--- config.mk ---
export PLATFORM = sky130hd
export DESIGN_NAME = instr_fetch
export DESIGN_NICKNAME = d
export VERILOG_FILES = /design/src/rtl/instr_fetch.sv
export SDC_FILE = /design/constraint.sdc
export NUM_CORES = 1
export LEC_CHECK = 0
export BUFFER_PORTS_ARGS = -buffer_cell sky130_fd_sc_hd__buf_2
export CAP_MARGIN = 20
export CORE_AREA = 2 2 140 142
export DETAILED_ROUTE_END_ITERATION = 10
export DIE_AREA = 0 0 142 144
export PLACE_DENSITY_LB_ADDON = 0.3
export SETUP_SLACK_MARGIN = 0.4
export SYNTH_ARGS = -nofsm -noshare
export SYNTH_HDL_FRONTEND = slang
export SYNTH_SLANG_ARGS = --single-unit
--- constraint.sdc ---
create_clock -name clk -period 5.9 [get_ports clk]
set_input_delay 0.59 -clock clk [delete_from_list [all_inputs] [get_ports clk]]
set_output_delay 0.59 -clock clk [all_outputs]
set_load 0.005 [all_outputs]
--- src/rtl/instr_fetch.sv ---
// Instruction fetch unit: issues one word-addressed read at a time to
// instruction memory and queues returned words (with their addresses)
// for decode. A branch flushes the queue and discards any in-flight read.
module instr_fetch #(
  parameter int unsigned size  = 32,
  parameter int unsigned IW    = 32,
  parameter int unsigned DEPTH = 2
) (
  input  logic            clk,
  input  logic            reset,
  input  logic [size-1:0] pc,
  input  logic            pc_valid,
  output logic            pc_ready,
  input  logic            branch,
  output logic            imem_req,
  output logic [size-1:0] imem_addr,
  input  logic            imem_ack,
  input  logic [IW-1:0]   imem_rdata,
  output logic [IW-1:0]   instr,
  output logic [size-1:0] instr_pc,
  output logic            instr_valid,
  input  logic            instr_ready
);

  localparam int unsigned AW = $clog2(DEPTH);
  localparam logic [AW:0] DEPTH_C = (AW + 1)'(DEPTH);

  typedef enum logic [1:0] {
    IDLE,
    REQ,
    DROP
  } state_t;

  state_t state, state_next;

  logic [IW-1:0]   mem_instr [DEPTH];
  logic [size-1:0] mem_pc    [DEPTH];
  logic [AW-1:0]   head, tail, next_head;
  logic [AW:0]     count, count_after_pop, next_count;
  logic            accept, push, pop;

  assign instr_valid = (count != '0);
  assign pc_ready    = (state == IDLE) && (count < DEPTH_C) && !branch;
  // A request is outstanding exactly while the FSM is out of IDLE, so the
  // request line follows the state and drops with it on reset.
  assign imem_req    = (state != IDLE);

  // Handshake decode, queue arithmetic and next-state selection
  always_comb begin
    accept          = pc_valid && pc_ready;
    push            = (state == REQ) && imem_ack && !branch;
    pop             = instr_valid && instr_ready && !branch;
    count_after_pop = count - (AW + 1)'(pop);
    next_count      = count_after_pop + (AW + 1)'(push);
    next_head       = head + AW'(pop);
    state_next      = state;
    unique case (state)
      IDLE: if (accept) state_next = REQ;
      REQ: begin
        if (imem_ack)    state_next = IDLE;
        else if (branch) state_next = DROP;
      end
      DROP: if (imem_ack) state_next = IDLE;
      default: state_next = IDLE;
    endcase
  end

  // FSM state register
  always_ff @(posedge clk or negedge reset) begin
    if (!reset) state <= IDLE;
    else        state <= state_next;
  end

  // Capture the fetch address on accept; held for the life of the request
  always_ff @(posedge clk or negedge reset) begin
    if (!reset)      imem_addr <= '0;
    else if (accept) imem_addr <= pc;
  end

  // Queue storage, written at the tail on each accepted memory return
  always_ff @(posedge clk) begin
    if (push) begin
      mem_instr[tail] <= imem_rdata;
      mem_pc[tail]    <= imem_addr;
    end
  end

  // Queue pointers, occupancy and registered head view
  always_ff @(posedge clk or negedge reset) begin
    if (!reset) begin
      head     <= '0;
      tail     <= '0;
      count    <= '0;
      instr    <= '0;
      instr_pc <= '0;
    end else if (branch) begin
      head  <= '0;
      tail  <= '0;
      count <= '0;
    end else begin
      head  <= next_head;
      count <= next_count;
      if (push) tail <= tail + AW'(1);
      // The head view is registered; when the queue drains to the pushed
      // word in the same edge, bypass storage and take the incoming data.
      if (next_count != '0) begin
        if (count_after_pop == '0) begin
          instr    <= imem_rdata;
          instr_pc <= imem_addr;
        end else begin
          instr    <= mem_instr[next_head];
          instr_pc <= mem_pc[next_head];
        end
      end
    end
  end

endmodule

==> reports/summary.md <==
Summing the areas of all fa, ha and maj instances in the mapped netlist gives 0.239% of the synthesized area. The number of instances in the synthesized netlist came out at 898. The layout filler cell count was 1495; the number of nets in the layout was 1093. The number of buffers added on ports is 168, and the fraction of power consumed by combinational cells is 20.4%. In the synthesized netlist the dominant register cell turns out to be sky130_fd_sc_hd__edfxtp_1. The number of pins exceeding their max-slew limit in the final report is 0, and the maximum fanout along the worst path is 65.

The post-synth design cell area was 10500 µm². During I/O placement, the number of pins put on the boundary was 169. The height of the chip works out to 144 µm. Summing all flip-flop and latch instances after layout gives 6400 µm².

Once placement finished, the instance area stood at 11400 µm². In the finished design, the share of the clock period the worst path needs comes to 65.3%. The tools report the maximum root-to-sink buffer count as 3. Gates resized during post-CTS repair numbered 0. The startpoint type of the worst setup path is a flip-flop. STA classifies the critical path endpoint as a flip-flop. The mux cell area share after synthesis is 3.44%. For this run, the register share of the synthesized area comes to 61.0%.

The slack of the worst reg-to-reg path came out at 2.05 ns. In the final layout, the multi-input gates occupy 3690 µm². Row generation in the floorplan step produced 51 rows. Overall power consumption after layout is estimated at 4.57 mW. The detail route stage leaves a number of antenna-violating nets equal to 0. Of the total synthesized cell area, the portion taken by XOR and XNOR cells is 0.394%. The first global-routing pass estimated 40800 µm of wire. For this run, design rule violations remaining after detail routing come to 0.

For this design the static power due to leakage is 4.68 nW. Data on the critical path is required at its endpoint by 6.32 ns. The post-synthesis simple-gate area fraction is 12.6%. After detailed routing, the average wire length per cell comes to 20.2 µm. The floorplan step defined a core boundary enclosing 19100 µm². In this run, CTS created clock tree buffers numbering 24.

Number of enable flip-flop cells after synthesis: 128. The fraction of final layout cells sized beyond drive strength 1 came out at 25.2%. With fillers left out, the area of the finished cells amounts to 12100 µm². By area, the combinational part of the netlist is dominated by compound AO/OA/AOI/OAI gates. The detailed router finished its first iteration with 739 violations. Global routing consumed, over all layers together, 25.3% of the routing resources.

The flip-flop and latch count after synthesis came out at 230. Counting both buffers and inverters, the worst setup path holds a total of 3. In this run the clock root is driven by a sky130_fd_sc_hd__clkbuf_16. Setup repair after global routing left no endpoint under its margin. The number of levels in the clock H-tree is 1. The run gives 20400 µm² as the die area. By area the synthesized netlist is led by sky130_fd_sc_hd__edfxtp_1 37%, sky130_fd_sc_hd__dfrtp_1 24%, sky130_fd_sc_hd__a22oi_1 9.2%, sky130_fd_sc_hd__a311oi_1 5.3%, sky130_fd_sc_hd__nand2_1 4.7%. Setup violations remaining at the end of the flow were counted as 0. VDD sags by at most 0.283 mV. In this run the critical register-to-register path is launched from count[1]$_DFF_PN0_.

After clock tree synthesis, the clock-pin slew on the worst setup and hold paths is 0.06 ns. The number of cells in the design after placement is 1232. The worst pin sits at a relative slew slack of 35.0%. The switching share of power is 28.5%. For this block, the via count after detailed routing is 7968.

The transition time at the pin with the least slew margin is 0.974 ns, and the half-perimeter wire length of the detailed placement result is 14300 µm. The slowest cell on the critical path is sky130_fd_sc_hd__buf_4. The logs give 54.9% for the starting utilization of the core area and 0.51 ns for the insertion delay to the later sink of the worst-skew pair. Once layout is complete, the utilization of the core stands at 63.4%.

The kind of cell with the highest combined delay along the critical path is buffers and inverters. In this run, post-CTS hold repair placed 0 buffers. The routed design has 25800 µm of wire. Count of maximum capacitance violations: 0. The worst min-delay path category was input port to asynchronous set/reset pin. Clock skew on the completed layout was measured at 0.00957 ns.

Among all cell types in the netlist, the one instantiated most often is sky130_fd_sc_hd__nand2_1. After synthesis, the netlist uses 32 different library cells. The biggest area contributor in the post-synthesis netlist is sky130_fd_sc_hd__edfxtp_1. After synthesis, the share of flip-flops with an asynchronous set or reset is 44.3%.

The delay contributed by the slowest stage of the critical path is 0.62 ns, and the number of optimization iterations in the first detailed-route pass is 5. Post-synthesis average cell area: 11.7 µm². Entering global routing, the biggest net connects 103 pins. The commonest cells after synthesis are 132 x sky130_fd_sc_hd__nand2_1, 128 x sky130_fd_sc_hd__a22oi_1, 128 x sky130_fd_sc_hd__edfxtp_1, 102 x sky130_fd_sc_hd__dfrtp_1. The run finished with clean final reports.

For this design, the sink count on the clock tree is 230. The number of antenna violations at the first check in global routing is 0, and the clock period minus final worst setup slack is 3.85 ns. The die width came out at 142 µm. In the final timing run, aggregate negative setup slack is 0 ns.

The area share of the largest cell type after synthesis works out to 36.7%. STA puts the critical path data arrival time at 4.27 ns. The tools report the number of global-route vias before repair as 7905. The number of failing hold endpoints at the final stage was 0. The tools report the critical path startpoint as count[1]$_DFF_PN0_.

The power density relative to cell area was 378 nW/µm². Summed over all nets, the switching power comes to 1.30 mW. Summed over all layers, the global routing overflow is 0.

The clock network burns 30.0% of the power. Using the TritonRoute via totals, the vias-per-cell ratio works out to 6.24. The synthesized netlist devotes 18.1% of its cell area to compound gates.

The finished layout holds 1277 standard cells, fillers aside. The internal portion of the total power is 3.27 mW. Measured in cells, the most critical reg-to-reg path has a length of 11. The worst reg2reg path endpoint is instr_pc[2]$_DFFE_PN0P_. The synthesis warning total is 0. Once the clock tree was built, the setup fixing pass inserted 0 buffers. The signal on the critical path passes through o21ai_4, nor2_4, buf_4, ha_1, inv_1, ha_1, xor3_1, o21ai_4, buf_4, a22oi_1, o21ai_0. The layout-stage area growth over the synthesis result is 15.5%, and the maximum achievable frequency is 260 MHz. TritonCTS built the clock tree. The number of nets in the synthesized netlist is 970.

The worst setup path is of the flip-flop to flip-flop kind. For the routability congestion estimate, the log shows 0.751. The share of power burned in registers came out at 49.6%.
metal layers:
metal	up-vias	global-route usage (%)	wire, µm
li1	3662	-	-
met1	3872	33.8	10400
met4	0	9.42	722
met5	-	0	0
met2	378	42.5	12500
met3	56	3.61	2210
cell usage in the layout (no fill, tap or decap), types with 3 or more instances in the layout:
master	count
sky130_fd_sc_hd__a311oi_1	64
sky130_fd_sc_hd__buf_4	14
sky130_fd_sc_hd__buf_2	167
sky130_fd_sc_hd__nand2_1	131
sky130_fd_sc_hd__clkinv_2	6
sky130_fd_sc_hd__edfxtp_1	128
sky130_fd_sc_hd__o21ai_4	3
sky130_fd_sc_hd__clkbuf_1	5
sky130_fd_sc_hd__nor2_1	5
sky130_fd_sc_hd__nor3_1	64
sky130_fd_sc_hd__o21ai_1	5
sky130_fd_sc_hd__nand2b_1	64
sky130_fd_sc_hd__inv_1	4
sky130_fd_sc_hd__mux2_2	32
sky130_fd_sc_hd__o21ai_0	59
sky130_fd_sc_hd__clkbuf_16	25
sky130_fd_sc_hd__a22oi_1	128
sky130_fd_sc_hd__dfrtp_1	101
sky130_fd_sc_hd__clkinv_1	5
flip-flops by register name (all words and copies together) (netlist names):
name and count:
mem_pc 64, state 2, count 2, head 1
tail 1, instr_pc 32, imem_addr 32, mem_instr 64
instr 32
metrics by stage:
stage | worst slack, ns | hold WS [ns]
after global routing | 1.72 | 0.182
after detailed placement | 1.67 | 0.487
after global placement | 1.78 | 0.482
final | 2.05 | 0.128
after CTS | 1.85 | 0.154
after floorplan | 1.13 | 0.294
logic make-up after synthesis:
| logic type | after synthesis |
|---|---|
| buffers and inverters | 91 |
| multiplexers | 32 |
| adder cells (fa/ha/maj) | 2 |
| AND/OR/NAND/NOR | 276 |
| AO/OA/AOI/OAI | 264 |
| XOR/XNOR | 3 |
| flip-flops | 230 |
worst max-delay path by stage:
stage	end	slack (ns)	cells after the start
2_1_floorplan	mem_instr[0][0]$_DFFE_PP_	1.13	6
3_3_place_gp	instr_pc[18]$_DFFE_PN0P_	1.78	12
3_5_place_dp	instr_pc[21]$_DFFE_PN0P_	1.67	12
4_1_cts	instr_pc[5]$_DFFE_PN0P_	1.85	11
5_1_grt	instr_pc[6]$_DFFE_PN0P_	1.72	11
6_report	instr_pc[2]$_DFFE_PN0P_	2.05	11
final cells by class:
cell class,instances,share of cell area (%)
Timing Repair Buffer,182,8.00
Clock buffer,31,5.44
Clock inverter,12,0.476
Inverter,6,0.186
Sequential cell,230,52.9
Tap cell,238,2.46
Multi-Input combinational cell,577,30.5
Antenna cell,1,0.0207
power by group through the flow:
stage | logic, mW | clock network, mW | registers (mW)
floorplan | 0.496 | 0 | 2.25
global placement | 0.904 | 0 | 2.28
detailed placement | 0.936 | 0 | 2.28
CTS | 0.940 | 1.40 | 2.26
global route | 1.05 | 1.46 | 2.30
finish | 0.931 | 1.37 | 2.26
(Power assumes the default switching activity.)
